--- src/rtl/alu_issue_ctrl_if.sv ---
// Request/response handshake bundle for alu_issue_ctrl.
// master = requester side, slave = the issue controller.
interface alu_issue_ctrl_if #(
  parameter int ALU_OPERATION_WIDTH = 5
);
  logic                           req_valid;
  logic                           req_ready;
  logic [ALU_OPERATION_WIDTH-1:0] req_op;
  logic [31:0]                    req_a;
  logic [31:0]                    req_b;
  logic [4:0]                     req_rd;
  logic                           rsp_valid;
  logic                           rsp_ready;
  logic [31:0]                    rsp_data;
  logic [4:0]                     rsp_rd;
  logic                           rsp_illegal;
  logic                           fault;

  modport master (
    output req_valid, req_op, req_a, req_b,
    output req_rd, rsp_ready,
    input  req_ready, rsp_valid, rsp_data,
    input  rsp_rd, rsp_illegal, fault
  );

  modport slave (
    input  req_valid, req_op, req_a, req_b,
    input  req_rd, rsp_ready,
    output req_ready, rsp_valid, rsp_data,
    output rsp_rd, rsp_illegal, fault
  );
endinterface

--- src/rtl/alu_issue_ctrl.sv ---
// alu_issue_ctrl: latches one request, drives the ALU, returns a response.
// Define ALU_ISSUE_WATCHDOG_EN to add the WAIT-state timeout watchdog.
module alu_issue_ctrl #(
  parameter int TIMEOUT_CYCLES      = 64,
  parameter int ALU_OPERATION_WIDTH = 5
) (
  input  logic                           clock,
  input  logic                           reset_n,
  alu_issue_ctrl_if.slave                bus,
  output logic [ALU_OPERATION_WIDTH-1:0] alu_operation,
  output logic [31:0]                    alu_in1,
  output logic [31:0]                    alu_in2,
  output logic                           alu_clock_enable,
  input  logic                           alu_op_valid,
  input  logic                           alu_op_sync,
  input  logic                           alu_result_ready,
  input  logic [31:0]                    alu_out_async,
  input  logic [31:0]                    alu_out_sync
);
  localparam int OPW = ALU_OPERATION_WIDTH;

  typedef enum logic [2:0] {
    IDLE,
    EXEC,
    WAIT,
    RESP,
    FAULT
  } state_t;

  state_t state_q;
  state_t state_d;

  logic [OPW-1:0] op_q;
  logic [31:0]    a_q;
  logic [31:0]    b_q;
  logic [4:0]     rd_q;

  logic [31:0]    data_q;
  logic [4:0]     rsp_rd_q;
  logic           ill_q;
  logic           fault_q;

  logic           ready;
  logic           en;
  logic           accept;
  logic           capture;
  logic           cap_ill;
  logic [31:0]    cap_data;
  logic           wd_clear;
  logic           wd_inc;
  logic           wd_expire;
  logic           fault_set;

  logic           illegal_op;
  logic           sync_op;
  logic           async_op;

  assign illegal_op = !alu_op_valid;
  assign sync_op    = alu_op_valid && alu_op_sync;
  assign async_op   = alu_op_valid && !alu_op_sync;

  always_comb begin
    state_d   = state_q;
    ready     = 1'b0;
    en        = 1'b0;
    capture   = 1'b0;
    cap_ill   = 1'b0;
    cap_data  = '0;
    wd_clear  = 1'b0;
    wd_inc    = 1'b0;
    fault_set = 1'b0;
    unique case (state_q)
      IDLE: begin
        ready = 1'b1;
        if (bus.req_valid) begin
          state_d = EXEC;
        end
      end
      EXEC: begin
        unique case (1'b1)
          illegal_op: begin
            capture = 1'b1;
            cap_ill = 1'b1;
            state_d = RESP;
          end
          sync_op: begin
            en       = 1'b1;
            wd_clear = 1'b1;
            state_d  = WAIT;
          end
          async_op: begin
            capture  = 1'b1;
            cap_data = alu_out_async;
            state_d  = RESP;
          end
        endcase
      end
      WAIT: begin
        // Ready seen in EXEC is stale; the issue edge clears it.
        en = !alu_result_ready;
        if (alu_result_ready) begin
          capture  = 1'b1;
          cap_data = alu_out_sync;
          state_d  = RESP;
        end else if (wd_expire) begin
          capture   = 1'b1;
          cap_ill   = 1'b1;
          fault_set = 1'b1;
          state_d   = RESP;
        end else begin
          wd_inc = 1'b1;
        end
      end
      RESP: begin
        if (bus.rsp_ready) begin
          if (fault_q) begin
            state_d = FAULT;
          end else begin
            ready   = 1'b1;
            state_d = bus.req_valid ? EXEC : IDLE;
          end
        end
      end
      FAULT: begin
        state_d = FAULT;
      end
      default: begin
        state_d = IDLE;
      end
    endcase
  end

  assign accept = ready && bus.req_valid;

  always_ff @(posedge clock or negedge reset_n) begin
    if (!reset_n) begin
      state_q <= IDLE;
    end else begin
      state_q <= state_d;
    end
  end

  always_ff @(posedge clock or negedge reset_n) begin
    if (!reset_n) begin
      op_q <= '0;
      a_q  <= '0;
      b_q  <= '0;
      rd_q <= '0;
    end else if (accept) begin
      op_q <= bus.req_op;
      a_q  <= bus.req_a;
      b_q  <= bus.req_b;
      rd_q <= bus.req_rd;
    end
  end

  always_ff @(posedge clock or negedge reset_n) begin
    if (!reset_n) begin
      data_q   <= '0;
      rsp_rd_q <= '0;
      ill_q    <= 1'b0;
    end else if (capture) begin
      data_q   <= cap_data;
      rsp_rd_q <= rd_q;
      ill_q    <= cap_ill;
    end
  end

`ifdef ALU_ISSUE_WATCHDOG_EN
  localparam int WDW =
    (TIMEOUT_CYCLES > 1) ? $clog2(TIMEOUT_CYCLES) : 1;
  localparam logic [WDW-1:0] WD_LAST =
    WDW'(TIMEOUT_CYCLES - 1);

  logic [WDW-1:0] wd_q;

  always_ff @(posedge clock or negedge reset_n) begin
    if (!reset_n) begin
      wd_q <= '0;
    end else if (wd_clear) begin
      wd_q <= '0;
    end else if (wd_inc) begin
      wd_q <= wd_q + 1'b1;
    end
  end

  // Sticky until reset; steers RESP into FAULT.
  always_ff @(posedge clock or negedge reset_n) begin
    if (!reset_n) begin
      fault_q <= 1'b0;
    end else if (fault_set) begin
      fault_q <= 1'b1;
    end
  end

  assign wd_expire = (wd_q == WD_LAST);
`else
  logic unused_wd;

  assign fault_q   = 1'b0;
  assign wd_expire = 1'b0;
  assign unused_wd =
    ^{wd_clear, wd_inc, fault_set, TIMEOUT_CYCLES[0]};
`endif

  assign bus.req_ready   = ready;
  assign bus.rsp_valid   = (state_q == RESP);
  assign bus.rsp_data    = data_q;
  assign bus.rsp_rd      = rsp_rd_q;
  assign bus.rsp_illegal = ill_q;
  assign bus.fault       = fault_q;

  assign alu_operation    = op_q;
  assign alu_in1          = a_q;
  assign alu_in2          = b_q;
  assign alu_clock_enable = en;
endmodule
--- src/flat_wrapper.sv ---
// flat-port wrapper written by rule: the top's interface ports become plain ports
module alu_issue_ctrl_flat 
#(
  parameter int TIMEOUT_CYCLES      = 64,
  parameter int ALU_OPERATION_WIDTH = 5
)
  (clock, reset_n, alu_operation, alu_in1, alu_in2, alu_clock_enable, alu_op_valid, alu_op_sync, alu_result_ready, alu_out_async, alu_out_sync, bus_req_valid, bus_req_op, bus_req_a, bus_req_b, bus_req_rd, bus_rsp_ready, bus_req_ready, bus_rsp_valid, bus_rsp_data, bus_rsp_rd, bus_rsp_illegal, bus_fault);
  alu_issue_ctrl_if #(.ALU_OPERATION_WIDTH(ALU_OPERATION_WIDTH)) bus_i ();
  input  logic clock;
  input  logic reset_n;
  output logic [ALU_OPERATION_WIDTH-1:0] alu_operation;
  output logic [31:0] alu_in1;
  output logic [31:0] alu_in2;
  output logic alu_clock_enable;
  input  logic alu_op_valid;
  input  logic alu_op_sync;
  input  logic alu_result_ready;
  input  logic [31:0] alu_out_async;
  input  logic [31:0] alu_out_sync;
  input wire logic [$bits(bus_i.req_valid)-1:0] bus_req_valid;
  input wire logic [$bits(bus_i.req_op)-1:0] bus_req_op;
  input wire logic [$bits(bus_i.req_a)-1:0] bus_req_a;
  input wire logic [$bits(bus_i.req_b)-1:0] bus_req_b;
  input wire logic [$bits(bus_i.req_rd)-1:0] bus_req_rd;
  input wire logic [$bits(bus_i.rsp_ready)-1:0] bus_rsp_ready;
  output wire logic [$bits(bus_i.req_ready)-1:0] bus_req_ready;
  output wire logic [$bits(bus_i.rsp_valid)-1:0] bus_rsp_valid;
  output wire logic [$bits(bus_i.rsp_data)-1:0] bus_rsp_data;
  output wire logic [$bits(bus_i.rsp_rd)-1:0] bus_rsp_rd;
  output wire logic [$bits(bus_i.rsp_illegal)-1:0] bus_rsp_illegal;
  output wire logic [$bits(bus_i.fault)-1:0] bus_fault;
  assign bus_i.req_valid = bus_req_valid;
  assign bus_i.req_op = bus_req_op;
  assign bus_i.req_a = bus_req_a;
  assign bus_i.req_b = bus_req_b;
  assign bus_i.req_rd = bus_req_rd;
  assign bus_i.rsp_ready = bus_rsp_ready;
  assign bus_req_ready = bus_i.req_ready;
  assign bus_rsp_valid = bus_i.rsp_valid;
  assign bus_rsp_data = bus_i.rsp_data;
  assign bus_rsp_rd = bus_i.rsp_rd;
  assign bus_rsp_illegal = bus_i.rsp_illegal;
  assign bus_fault = bus_i.fault;
  alu_issue_ctrl #(.TIMEOUT_CYCLES(TIMEOUT_CYCLES), .ALU_OPERATION_WIDTH(ALU_OPERATION_WIDTH)) u_core (.clock(clock), .reset_n(reset_n), .bus(bus_i), .alu_operation(alu_operation), .alu_in1(alu_in1), .alu_in2(alu_in2), .alu_clock_enable(alu_clock_enable), .alu_op_valid(alu_op_valid), .alu_op_sync(alu_op_sync), .alu_result_ready(alu_result_ready), .alu_out_async(alu_out_async), .alu_out_sync(alu_out_sync));
endmodule
--- config.mk ---
export PLATFORM = sky130hd
export DESIGN_NAME = alu_issue_ctrl_flat
export DESIGN_NICKNAME = d
export VERILOG_FILES = /design/src/rtl/alu_issue_ctrl_if.sv /design/src/rtl/alu_issue_ctrl.sv /design/src/flat_wrapper.sv
export SDC_FILE = /design/constraint.sdc
export NUM_CORES = 1
export LEC_CHECK = 0
export CAP_MARGIN = 30
export CORE_ASPECT_RATIO = 1.1
export CORE_MARGIN = 2
export CORE_UTILIZATION = 30
export DETAILED_ROUTE_END_ITERATION = 10
export HOLD_SLACK_MARGIN = 0.06
export PLACE_DENSITY = 0.73
export SETUP_SLACK_MARGIN = 0.5
export SYNTH_ARGS = -nofsm -noshare
export SYNTH_HDL_FRONTEND = slang
export SYNTH_SLANG_ARGS = --single-unit
--- constraint.sdc ---
create_clock -name clock -period 1.45 [get_ports clock]
set_input_delay 0.29 -clock clock [delete_from_list [all_inputs] [get_ports clock]]
set_output_delay 0.29 -clock clock [all_outputs]
set_load 0.05 [all_outputs]
==> metrics.md <==
| Metric | Value |
|---|---|
| Routed WL per cell | `about 21 um` |
| Synthesized Nets | `between 500 and 600` |
| Via count | `around 4600` |
| Maximum VDD drop | `about 1600 uV` |
| Slowest cell delay on critical path | `between 400 and 500 ps` |
| Crit path buf inv count | `2` |
| DIE WIDTH | `roughly 130 um` |
| Initial antenna violation count | `0` |
| Post-Layout Inst Area | `11400 um2` |
| Status | `finished, violations left` |
| Hold Path Class | `primary input to async pin` |
| Place WS | `-532 ps` |
| Sequential-to-total area share from yosys stat | `around 57%` |
| Worst-Skew Late Latency | `just over 400 ps` |
| Root Driver | `clkbuf_16` |
| CP top delay family | `flip-flops` |
| CP arrival | `between 1500 and 2000 ps` |
| Worst-path clk slew | `60 ps` |
| Setup tns final | `-31540 ps` |
| Clock sinks | `around 120` |
| IO buf count | `between 200 and 300` |
| Die area | `around 18000 um2` |
| Final worst slack | `-386 ps` |
| GPL Wtd Cong | `just under 0.8` |
| Final hold vios | `0` |
| Core Box Area | `between 15000 and 20000 um2` |
| Placed insts | `820` |
| LEAKAGE | `5.04 nW` |
| Synthesized cell area | `5050 um2` |
| Vias in the first global route | `around 5000` |
| First-pass GRT wire length | `slightly below 30 mm` |
| Final WL | `a little under 20 mm` |
| Min Tclk post-route | `between 1500 and 2000 ps` |
| Layout Cells excl Fill | `between 900 and 1000` |
| TritonCTS clock tree | `built` |
| CP max stage cell | `dfrtp_2` |
| Failing checks | `negative setup slack` |
| Detail Route Antenna Nets | `0` |
| Filler instances | `1081` |
| CP Capture Type | `output pin` |
| Crit path cell chain | `buf_6 -> nor3b_4 -> a31oi_4 -> nor2_4 -> buf_12` |
| Critical path class | `register to output pin` |
| Max-slew violation count | `0` |
| Largest net degree at the start of global routing | `62` |
| WP data required | `between 1000 and 1500 ps` |
| Synth Instances | `approximately 360` |
| Post-DR vias/cell | `approximately 4.8` |
| DP Area | `9100 um2` |
| CP Launch Type | `register` |
| Detailed Routing Iterations Pass 1 | `4` |
| Grt ovf | `0` |
| Nets@finish | `around 890` |
| Number of synthesized register bits | `approximately 120` |
| Antenna diode count | `0` |
| CP max FO | `4` |
| Num CTS Buffers | `17` |
| Post-synth cell types | `37` |
| Total of max-cap violations | `0` |
| Area delta synth->final | `125%` |
| Die Span Y | `around 140 um` |
| Drt drc | `0` |
| Rows | `49` |
| Final period utilization | `127%` |
| RSZ-0062 raised after global routing | `yes` |
| Initial Util | `between 30% and 40%` |
| Max frequency | `~0.54 GHz` |
| Share of cells above drive strength 1 | `roughly 53%` |
| Total track usage | `between 20% and 30%` |
| CTS Buffer Depth | `2` |
| CTS H-tree depth | `4` |
| Final setup viols | `roughly 110` |
| Cell area power density | `~2800 nW/um2` |
| Hpwl dp | `~12 mm` |
| YS warnings | `0` |
| Syn Area/Cell | `14.0 um2` |
| IO Pins | `~260` |
| Fin Clk Skew | `6.12 ps` |
| Drt initial violations | `190` |
worst reg2reg max path: stages (launching register included):
cell and delay [ps]:
dfrtp_2 440, or2_4 270, a21oi_4 190, buf_12 170, buf_12 130, buf_12 100
buf_16 110, mux2_4 300
final cells by class:
class                      instances  area, um2  area share [%]
multi-input combinational        209       2260            19.9
timing repair buffer             393       5260            46.3
tap                              204        255            2.25
clock buffer                      20        467            4.11
clock inverter                    12        200            1.76
inverter                           7       26.3           0.231
sequential                       115       2880            25.4
cell families (layout without fill, tap and decap cells):
| kind of cell | Yosys count | count (layout) | share of synthesized area, % |
|---|---|---|---|
| simple gates | 56 | 56 | 5.33 |
| flops | 115 | 115 | 57.0 |
| mux | 74 | 74 | 21.0 |
| compound gates | 78 | 78 | 11.0 |
| other cells | 1 | 1 | 0.0743 |
| buf+inv | 37 | 432 | 5.60 |
synth_stat cells, drive strengths merged:
master | n | area (um2)
dfrtp | 115 | 2880
mux2 | 74 | 1060
nand2 | 39 | 146
a32oi | 32 | 280
o21ai | 32 | 160
buf | 21 | 223
clkbuf | 9 | 33.8
inv | 7 | 26.3
o32ai | 5 | 43.8
a21oi | 3 | 26.3
and2 | 2 | 12.5
nand2b | 2 | 12.5
nand3 | 2 | 15.0
nor2 | 2 | 7.51
nor3b | 2 | 15.0
a21o | 1 | 7.51
a31oi | 1 | 6.26
and3 | 1 | 6.26
conb | 1 | 3.75
nand3b | 1 | 7.51
nand4bb | 1 | 11.3
nor2b | 1 | 6.26
nor3 | 1 | 10.0
nor4bb | 1 | 10.0
o211ai | 1 | 7.51
o21a | 1 | 7.51
o221ai | 1 | 8.76
o31ai | 1 | 7.51
or2 | 1 | 8.76
sequential cells by signal (all words and copies together) (netlist names):
name                    count
u_core.bus.rsp_rd           5
u_core.bus.rsp_data        32
u_core.state_q              3
u_core.rd_q                 5
u_core.alu_in2             32
u_core.alu_operation        5
u_core.alu_in1             32
u_core.bus.rsp_illegal      1
final timing paths:
check	start	endpoint	slack, ps	cells after the start
worst max-delay path	u_core.state_q[0]	alu_clock_enable	-390	5
worst min-delay path	reset_n	u_core.alu_in2[13]	470	3
worst max register to register	u_core.state_q[0]	u_core.alu_in2[24]	-380	7
worst min register to register	u_core.rd_q[3]	u_core.rd_q[3]	530	1
max in group asynchronous	reset_n	u_core.alu_in2[18]	670	3
min in group clock	bus_req_b[12]	u_core.alu_in2[12]	490	2
layer usage:
layer / part of all wire [%] / vias up / track usage (%)
met2: 53 / 188 / 38.6
met3: 5.5 / 44 / 5.12
li1: - / 2081 / -
met1: 37 / 2310 / 23.8
met5: 0 / - / 0
met4: 3.8 / 0 / 8.33
power by group:
| group | switching (mW) | internal (mW) | leakage (nW) |
|---|---|---|---|
| Clock | 1.55 | 3.19 | 0.319 |
| Sequential | 1.76 | 4.79 | 1.39 |
| Combinational | 9.08 | 11.0 | 3.34 |
| Total | 12.4 | 18.9 | 5.04 |
through the flow:
stage / hold WS [ps] / utilization (%) / total power [mW]
global route: 484 / 69.1 / 32.4
floorplan: -5.59 / - / 14.5
CTS: 471 / 66.4 / 30.3
finish: 470 / 69.1 / 31.3
detailed placement: 335 / 55.4 / 23.0
global placement: 316 / 55.4 / 22.7
repair_timing:
action | 4_1_cts | 5_1_grt
gates cloned | 9 | 1
endpoints found under the hold margin | 115 | 0
endpoints found under the setup margin | 225 | 225
hold buffers | 1 | 0
pin swaps | 9 | 9
setup buffers | 62 | 35
gates resized for setup | 81 | 31
cells in the final DEF (no fill, tap or decap), drive strengths merged, types with 9 or more instances in the layout:
master / n
buf: 248
clkdlybuf4s50: 143
dfrtp: 115
mux2: 74
nand2: 39
o21ai: 32
a32oi: 32
clkbuf: 21
inv: 9
Power figures use the tool's default switching activity.
